<file path="src/rtl/clk_divide_multi_if.sv">
// Config/enable/output bundle for the multi-channel clock divider.
// master: the controlling block; slave: the divider itself.
interface clk_divide_multi_if #(
  parameter int NUM_CH    = 4,
  parameter int CNT_WIDTH = 32
);
  localparam int CH_W = (NUM_CH > 1) ? $clog2(NUM_CH) : 1;

  logic [NUM_CH-1:0]    en;
  logic                 cfg_valid;
  logic                 cfg_ready;
  logic [CH_W-1:0]      cfg_ch;
  logic [CNT_WIDTH-1:0] cfg_period;
  logic [CNT_WIDTH-1:0] cfg_high;
  logic                 cfg_err;
  logic [NUM_CH-1:0]    clk_out;
  logic [NUM_CH-1:0]    tick;

  modport master (
    output en, cfg_valid, cfg_ch, cfg_period, cfg_high,
    input  cfg_ready, cfg_err, clk_out, tick
  );

  modport slave (
    input  en, cfg_valid, cfg_ch, cfg_period, cfg_high,
    output cfg_ready, cfg_err, clk_out, tick
  );
endinterface

</file>
<file path="src/rtl/clk_divide_multi.sv">
// NUM_CH independent clock dividers with runtime-programmable period and
// high time. New settings land in a per-channel shadow register and are
// applied only at a period boundary (or immediately while the channel is
// disabled), keeping clk_out/tick glitch-free.
// Optional macro CLK_DIV_SYNC_EN adds a 'sync' input that restarts every
// enabled channel at count 0 on the same edge.
module clk_divide_multi #(
  parameter int NUM_CH         = 4,
  parameter int CNT_WIDTH      = 32,
  parameter int DEFAULT_PERIOD = 50_000_000
) (
  input  logic clk,
  input  logic rst,
`ifdef CLK_DIV_SYNC_EN
  input  logic sync,
`endif
  clk_divide_multi_if.slave bus
);
  localparam int CH_W = (NUM_CH > 1) ? $clog2(NUM_CH) : 1;
  localparam int PAD  = 1 << CH_W;
  localparam logic [CH_W:0]          CH_LIM = (CH_W + 1)'(NUM_CH);
  localparam logic [CNT_WIDTH-1:0]   ONE    = CNT_WIDTH'(1);
  localparam logic [CNT_WIDTH-1:0]   TWO    = CNT_WIDTH'(2);
  localparam logic [CNT_WIDTH-1:0]   DEF_P  = CNT_WIDTH'(DEFAULT_PERIOD);
  localparam logic [CNT_WIDTH-1:0]   DEF_H  = DEF_P >> 1;

  // active settings and counter per channel
  logic [CNT_WIDTH-1:0] per_q  [NUM_CH];
  logic [CNT_WIDTH-1:0] high_q [NUM_CH];
  logic [CNT_WIDTH-1:0] cnt_q  [NUM_CH];
  logic [CNT_WIDTH-1:0] per_n  [NUM_CH];
  logic [CNT_WIDTH-1:0] high_n [NUM_CH];
  logic [CNT_WIDTH-1:0] cnt_n  [NUM_CH];

  // shadow settings waiting for the next period boundary
  logic [CNT_WIDTH-1:0] sh_per  [NUM_CH];
  logic [CNT_WIDTH-1:0] sh_high [NUM_CH];

  logic [NUM_CH-1:0] pend_q, pend_n;
  logic [NUM_CH-1:0] clk_q, clk_n;
  logic [NUM_CH-1:0] tick_q, tick_n;
  logic              err_q, err_n;

  logic [PAD-1:0]    pend_pad;
  logic              ready;
  logic              xfer;
  logic              cfg_ok;
  logic [NUM_CH-1:0] wr_sel;
  logic              sync_now;

`ifdef CLK_DIV_SYNC_EN
  assign sync_now = sync;
`else
  assign sync_now = 1'b0;
`endif

  // Out-of-range channel indices read a zero pending bit, so such writes
  // are always consumed (and then flagged as errors).
  assign pend_pad = PAD'(pend_q);
  assign ready    = ~pend_pad[bus.cfg_ch];

  assign bus.cfg_ready = ready;
  assign bus.clk_out   = clk_q;
  assign bus.tick      = tick_q;
  assign bus.cfg_err   = err_q;

  // decode a config transfer into a per-channel shadow write strobe
  always_comb begin
    wr_sel = '0;
    xfer   = bus.cfg_valid & ready;
    cfg_ok = ({1'b0, bus.cfg_ch} < CH_LIM) && (bus.cfg_period >= TWO);
    err_n  = xfer & ~cfg_ok;
    for (int c = 0; c < NUM_CH; c++) begin
      wr_sel[c] = xfer && cfg_ok && (bus.cfg_ch == CH_W'(c));
    end
  end

  // per-channel next state: idle, sync restart, wrap/apply, or count
  always_comb begin
    logic [CNT_WIDTH-1:0] p_use;
    logic [CNT_WIDTH-1:0] h_use;
    logic                 wrap;
    for (int c = 0; c < NUM_CH; c++) begin
      p_use     = pend_q[c] ? sh_per[c]  : per_q[c];
      h_use     = pend_q[c] ? sh_high[c] : high_q[c];
      wrap      = (cnt_q[c] == per_q[c] - ONE);
      per_n[c]  = per_q[c];
      high_n[c] = high_q[c];
      cnt_n[c]  = cnt_q[c];
      pend_n[c] = pend_q[c];
      clk_n[c]  = 1'b0;
      tick_n[c] = 1'b0;
      if (!bus.en[c]) begin
        // idle: park at the last count so the first enabled edge wraps to 0
        per_n[c]  = p_use;
        high_n[c] = h_use;
        cnt_n[c]  = p_use - ONE;
        pend_n[c] = 1'b0;
      end else if (sync_now || wrap) begin
        per_n[c]  = p_use;
        high_n[c] = h_use;
        cnt_n[c]  = '0;
        clk_n[c]  = (h_use != '0);
        tick_n[c] = !sync_now && (p_use == ONE);
        pend_n[c] = 1'b0;
      end else begin
        cnt_n[c]  = cnt_q[c] + ONE;
        clk_n[c]  = (cnt_n[c] < high_q[c]);
        tick_n[c] = (cnt_n[c] == per_q[c] - ONE);
      end
      // a write on this edge is only queued; it never hits this boundary
      if (wr_sel[c]) begin
        pend_n[c] = 1'b1;
      end
    end
  end

  // shadow capture; only consumed while pending is set, so no reset needed
  always_ff @(posedge clk) begin
    for (int c = 0; c < NUM_CH; c++) begin
      if (wr_sel[c]) begin
        sh_per[c]  <= bus.cfg_period;
        sh_high[c] <= bus.cfg_high;
      end
    end
  end

  // state register with synchronous active-low reset
  always_ff @(posedge clk) begin
    if (!rst) begin
      for (int c = 0; c < NUM_CH; c++) begin
        per_q[c]  <= DEF_P;
        high_q[c] <= DEF_H;
        cnt_q[c]  <= DEF_P - ONE;
      end
      pend_q <= '0;
      clk_q  <= '0;
      tick_q <= '0;
      err_q  <= 1'b0;
    end else begin
      per_q  <= per_n;
      high_q <= high_n;
      cnt_q  <= cnt_n;
      pend_q <= pend_n;
      clk_q  <= clk_n;
      tick_q <= tick_n;
      err_q  <= err_n;
    end
  end
endmodule

</file>
<file path="src/flat_wrapper.sv">
// flat-port wrapper written by rule: the top's interface ports become plain ports
module clk_divide_multi_flat 
#(
  parameter int NUM_CH         = 4,
  parameter int CNT_WIDTH      = 32,
  parameter int DEFAULT_PERIOD = 50_000_000
)
  (clk, rst, bus_en, bus_cfg_valid, bus_cfg_ch, bus_cfg_period, bus_cfg_high, bus_cfg_ready, bus_cfg_err, bus_clk_out, bus_tick);
  clk_divide_multi_if #(.NUM_CH(NUM_CH), .CNT_WIDTH(CNT_WIDTH)) bus_i ();
  input  logic clk;
  input  logic rst;
  input wire logic [$bits(bus_i.en)-1:0] bus_en;
  input wire logic [$bits(bus_i.cfg_valid)-1:0] bus_cfg_valid;
  input wire logic [$bits(bus_i.cfg_ch)-1:0] bus_cfg_ch;
  input wire logic [$bits(bus_i.cfg_period)-1:0] bus_cfg_period;
  input wire logic [$bits(bus_i.cfg_high)-1:0] bus_cfg_high;
  output wire logic [$bits(bus_i.cfg_ready)-1:0] bus_cfg_ready;
  output wire logic [$bits(bus_i.cfg_err)-1:0] bus_cfg_err;
  output wire logic [$bits(bus_i.clk_out)-1:0] bus_clk_out;
  output wire logic [$bits(bus_i.tick)-1:0] bus_tick;
  assign bus_i.en = bus_en;
  assign bus_i.cfg_valid = bus_cfg_valid;
  assign bus_i.cfg_ch = bus_cfg_ch;
  assign bus_i.cfg_period = bus_cfg_period;
  assign bus_i.cfg_high = bus_cfg_high;
  assign bus_cfg_ready = bus_i.cfg_ready;
  assign bus_cfg_err = bus_i.cfg_err;
  assign bus_clk_out = bus_i.clk_out;
  assign bus_tick = bus_i.tick;
  clk_divide_multi #(.NUM_CH(NUM_CH), .CNT_WIDTH(CNT_WIDTH), .DEFAULT_PERIOD(DEFAULT_PERIOD)) u_core (.clk(clk), .rst(rst), .bus(bus_i));
endmodule
</file>
<file path="config.mk">
export PLATFORM = sky130hd
export DESIGN_NAME = clk_divide_multi_flat
export DESIGN_NICKNAME = d
export VERILOG_FILES = /design/src/rtl/clk_divide_multi_if.sv /design/src/rtl/clk_divide_multi.sv /design/src/flat_wrapper.sv
export SDC_FILE = /design/constraint.sdc
export NUM_CORES = 2
export LEC_CHECK = 0
export ABC_CLOCK_PERIOD_IN_PS = 9500
export BUFFER_PORTS_ARGS = -buffer_cell sky130_fd_sc_hd__buf_4
export CORE_ASPECT_RATIO = 0.9
export CORE_MARGIN = 2
export CORE_UTILIZATION = 31
export DETAILED_ROUTE_END_ITERATION = 12
export SYNTH_ARGS = -nofsm -noshare
export SYNTH_HDL_FRONTEND = slang
export SYNTH_SLANG_ARGS = --single-unit
</file>
<file path="constraint.sdc">
create_clock -name clk -period 9.5 [get_ports clk]
set_input_delay 0.475 -clock clk [delete_from_list [all_inputs] [get_ports clk]]
set_output_delay 0.475 -clock clk [all_outputs]
set_load 0.01 [all_outputs]
</file>
Yosys cells after proc, flatten, opt, wreduce, memory -nomap -nowiden
Memories as Yosys holds them, arrays and structs flattened.
Cells that the tools add are included.
- register bits after elaboration: 397
- bits in writable memories: 256
- input bits: 73
- output and inout bits: 10
- logic and storage cells: 172
- memories kept: 2
- memories (name ; depth ; width ; read ports ; clocked after memory_dff ; write ports ; line ; source):
    u_core.sh_high ; 4 ; 32 ; 4 ; 0 ; 1 ; clk_divide_multi.sv:37 ; logic [CNT_WIDTH-1:0] sh_high [NUM_CH];
    u_core.sh_per ; 4 ; 32 ; 4 ; 0 ; 1 ; clk_divide_multi.sv:36 ; logic [CNT_WIDTH-1:0] sh_per [NUM_CH];
- $add $sub $neg: 12
- order comparisons: 6
- eq/ne operators: 23
- multiplexer cells: 80
- bitwise operators: 4
- reductions and logical operators: 20
- operators with widths (operator ; number):
    $mux 32 ; 38
    $eq 32x32->1 ; 8
    $sub 32x1->32 const B ; 8
    $reduce_or 32->1 ; 6
    $add 32x1->32 const B ; 4
    $eq 32x1->1 const B ; 4
    $lt 32x32->1 ; 4
    $reduce_bool 32->1 ; 4
    $mux 1 ; 35
    $ge 32x2->1 const B ; 1
    $mux 2 ; 6
    $ne 3x1->1 const B ; 4
    $ne 2x1->1 const B ; 4
    $reduce_and 2->1 ; 4
    $logic_and 1x1->1 ; 5
    $eq 2x2->1 const B ; 2
    $lt 2x3->1 const B ; 1
    $and 1x1->1 ; 2
    $bmux 1 s2 ; 1
    $eq 2x1->1 const B ; 1
    $logic_not 2->1 ; 1
    $not 1->1 ; 2

Longest topological paths before layout
- depth in word-level cells: 12
- depth in mapped cells: 19

Worst setup path before layout
Ideal clock, no wire load.
- kind: register to register
- start: reg u_core.pend_q[2] (netlist: u_core.pend_pad[2])
- end: mem u_core.sh_high[1][0] (enable)
- library setup time: 0.567 ns
- arrival time: 6.524 ns
- slack: 2.409 ns
- cell stages (with the launch flop): 10
- path buffers: 5
- clock period less this slack: 7.091 ns
- cells stage by stage: dfxtp_1 clkbuf_1 clkbuf_1 clkbuf_1 buf_1 buf_1 mux4_2 inv_1 o211ai_1 nor3_1
- longest elaborated chain between the ends: 12
- elaborated cells on any way between the ends: 26
- RTL lines (what ; line ; source):
    start: declaration ; clk_divide_multi.sv:39 ; logic [NUM_CH-1:0] pend_q, pend_n;
    start signal: assignment ; clk_divide_multi.sv:144 ; pend_q <= pend_n;
    $bmux 1 s2 (*) ; clk_divide_multi.sv:60 ; assign ready = ~pend_pad[bus.cfg_ch];
    $mux 1 (not written as such) (*) ; clk_divide_multi.sv:60 ;
    $not 1->1 (*) ; clk_divide_multi.sv:60 ;
    net bus_cfg_ready ; flat_wrapper.sv:17 ; output wire logic [$bits(bus_i.cfg_ready)-1:0] bus_cfg_ready;
    $and 1x1->1 (*) ; clk_divide_multi.sv:70 ; xfer = bus.cfg_valid & ready;
    $logic_and 1x1->1 (*) ; clk_divide_multi.sv:74 ; wr_sel[c] = xfer && cfg_ok && (bus.cfg_ch == CH_W'(c));
    $logic_and 1x1->1 ; clk_divide_multi.sv:74 ;
    $mux 1 ; clk_divide_multi.sv:121 ; if (wr_sel[c]) begin
    $mux 1 (not written as such) ; clk_divide_multi.sv:123 ; sh_high[c] <= bus.cfg_high;
    $reduce_or 32->1 (no source line) ; -- ;
    $mux 2 (no source line) or $mux 1 (tied branches) (3 in series) ; -- ;
    end: declaration ; clk_divide_multi.sv:37 ;
Mark *: on every way through the listed nets, which the timed path passes. The rest lies on a longest branch. The select of a mux whose other input is x is not followed.

Final worst setup path
- start: reg u_core.per_q[7] (netlist bit)
- end: reg u_core.per_q[14] (netlist bit)
- longest elaborated chain between the ends: 3
- RTL lines (what ; line ; source):
    start: declaration ; clk_divide_multi.sv:28 ; logic [CNT_WIDTH-1:0] per_q [NUM_CH];
    start signal: assignment ; clk_divide_multi.sv:141 ; per_q <= per_n;
    $sub 32x1->32 ; clk_divide_multi.sv:86 ; wrap = (cnt_q[c] == per_q[c] - ONE);
    $eq 32x32->1 ; clk_divide_multi.sv:86 ;
    $ne 2x1->1 (no source line) ; -- ;
Every way passes these cells.
A chain may end at the register's enable or synchronous reset.

==> out/results.ini <==
[hold_path]
min_path_type = in -> reg
worstHoldStart = bus_cfg_high[3]

[clock_network]
cts_setup_buffers = 0
path_clk_slew_ps = 70
clockBufferDepth = 3
cts_root_buffer = clkbuf_16
ctsHoldBuffers = 0
cts.sinks = 653
cts_made_buffers = 75
cts_tree = yes
cts_resized = 0
clock_latency_ps = 650
htree_levels = 3

[final_layout]
final_area_um2 = 45900
layout_commonest_cell = nand2_1
drive_gt1_share_pct = 7.65
postLayoutCoreUtil_pct = 34.5
syn_to_final_growth_pct = 10.6
fin_nets = 4728
n_fill_cell = 13600
layout_common_cells = nand2_1 (408), dfxtp_1 (393), xnor2_1 (344)
finalNonFillerCells = 6325

[timing]
hold_viol = 0
max_freq_mhz = 187
relSlewSlack_pct = 27.3
setup_ws_ps = 4170
finClkSkew_ps = 41.6
setup_viol = 0
rsz0062_at_grt = false
tightest_slew_ps = 1090
fin_crit_sh_pct = 56.1
drv_slew = 0
tns_ps = 0
finalCriticalPeriod_ps = 5330
holdWs_ps = 111

[logic_synthesis]
ys.flop_type = dfxtp_1
yosys_warnings = 0
post-synth-top-area-cell = dfxtp_1
synth_nets = 4847
ys_seq_elements = 653
synth.area.top_cells = dfxtp_1 (19%), edfxtp_1 (19%), xnor2_1 (7.3%)
seq_area_frac_synth_pct = 37.7
synth.distinct_cells = 96
async_reset_ff_share_pct = 0
synth_edf_count = 256
syn_area_um2 = 41500
netlist.area_leader.share_pct = 19.2
synthCells = 4634
avgSynthCellArea_um2 = 8.95

[place]
hpwl_um = 111000
dpl_worst_slack_ps = 4230
place_inst = 6179
dpl_cell_area_um2 = 43300
place_congestion = 0.934
io_buffer_count = 82

[power]
p_leak_nw = 16.3
internal_power_mw = 5.16
seq_power_share_pct = 43.2
pwr_density_cell_nw_per_um2 = 159
pwr-share-comb_pct = 15.7
p_sw_share_pct = 29.3
clkPwrFrac_pct = 41.1
p_total_mw = 7.30
power.switching_mw = 2.14
peakVddDrop_uv = 136

[drt]
first_iter_violations = 3936
via_count = 35700
drtPass1Iterations = 6
detail_route.wl_per_cell_um = 23.4
wirelength_um = 148000
via_per_inst = 5.65
ant_nets = 0
drc = 0

[critical_path]
cp-end-kind = flop
worst-r2r-cell-count = 10
slowest_stage = nand4_1
arrival_ps = 5880
rrSetupSlack_ps = 4170
timing.rr.start = u_core.per_q[7]
worstPathRequired_ps = 10050
r2r-end = u_core.per_q[14]
cpPeakStageDelay_ps = 670
crit_start = u_core.per_q[7]
path_cells = nor4_4, nand4_1, nor4b_2, nor3b_1, a2111oi_0, o2111ai_1, o41ai_4, buf_4, nand2_4, a211o_1
crit_fanout = 55
critPathLaunchType = flop
worstSetupPathType = reg -> reg
crit_end = u_core.per_q[14]

[floorplanning]
die_h_um = 351
initial_utilization_pct = 31.2
die-width_um = 389
dieArea_um2 = 137000
core_area_um2 = 133000
io_pins = 83
fp-row-count = 127

[global_routing]
grt_util_all_layers_pct = 21.0
grt_start_max_net_pins = 161
grt_overflow = 0
grt_pass1_vias = 33500
antenna_found_initial = 19
grt_pass1_wl_um = 220000

[run_status]
status = complete, no violations

[job]
maxCapViolations = 0

-- worst max-delay path, delay by kind of cell (launching register included) --
kind	cells	cell delay, ps
AO/OA/AOI/OAI	4	1730
buffers and inverters	1	450
flip-flops	1	420
AND/OR/NAND/NOR	5	2520
-- layer usage --
layer,GRT usage (%),vias up,share of wire [%]
met1,30.2,17300,45
met3,3.48,239,9.0
met4,6.93,4,3.4
met5,0,-,0.018
li1,-,16700,-
met2,31.9,1541,43
-- area by class of cell --
class                      count  area (um^2)  area share (%)
antenna                        6         15.0          0.0327
multi-input combinational   3446        23800            51.8
timing repair buffer         117          898            1.96
clock buffer                  95         2010            4.39
clock inverter                45          499            1.09
inverter                     222          836            1.82
tap                         1741         2180            4.75
sequential                   653        15600            34.1
-- registers in the layout, summed over array words and instances, names as in the netlist --
signal and cells:
u_core.bus.cfg_err 1, u_core.bus.clk_out 4, u_core.bus.tick 4, u_core.cnt_q 128
u_core.high_q 128, u_core.pend_pad 4, u_core.per_q 128, u_core.sh_high 128
u_core.sh_per 128
-- power groups by stage --
stage	logic (mW)	registers [mW]	clock network, mW
global route	1.25	3.16	3.15
detailed placement	1.13	3.21	0
CTS	1.14	3.15	3.05
global placement	1.13	3.21	0
floorplan	0.817	3.13	0
finish	1.15	3.15	3.00
-- worst min-delay path by stage --
stage                           end  depth (start not counted)
2_1_floorplan     u_core.high_q[31]                          2
3_3_place_gp      u_core.high_q[31]                          2
3_5_place_dp      u_core.high_q[31]                          2
4_1_cts        u_core.sh_high[0][2]                          1
5_1_grt        u_core.sh_high[0][3]                          1
6_report       u_core.sh_high[0][3]                          1
-- cells by family (layout without fill, tap and decap cells) --
group                      Yosys count  in the layout  synth area share, %
AOI/OAI and AO/OA                  749            749                 12.6
xor gates and xnor gates           567            567                 12.5
adders and majority gates          140            140                 4.23
buffers and inverters              535            479                 5.05
DFF                                653            653                 37.7
muxes                              220            220                 5.41
other                                0              6                    0
and+or+nand+nor                   1770           1770                 22.5
-- synthesized netlist by cell type (147+ instances only) --
library cell	number
dfxtp_1	397
o21ai_0	173
nor2_1	271
nor4_1	147
edfxtp_1	256
nand2_1	408
inv_1	218
clkbuf_1	243
mux2i_1	197
xnor2_1	344
xor2_1	207
nand3_1	252
nor3_1	161
Note: power is estimated with default switching activity, not from simulation.
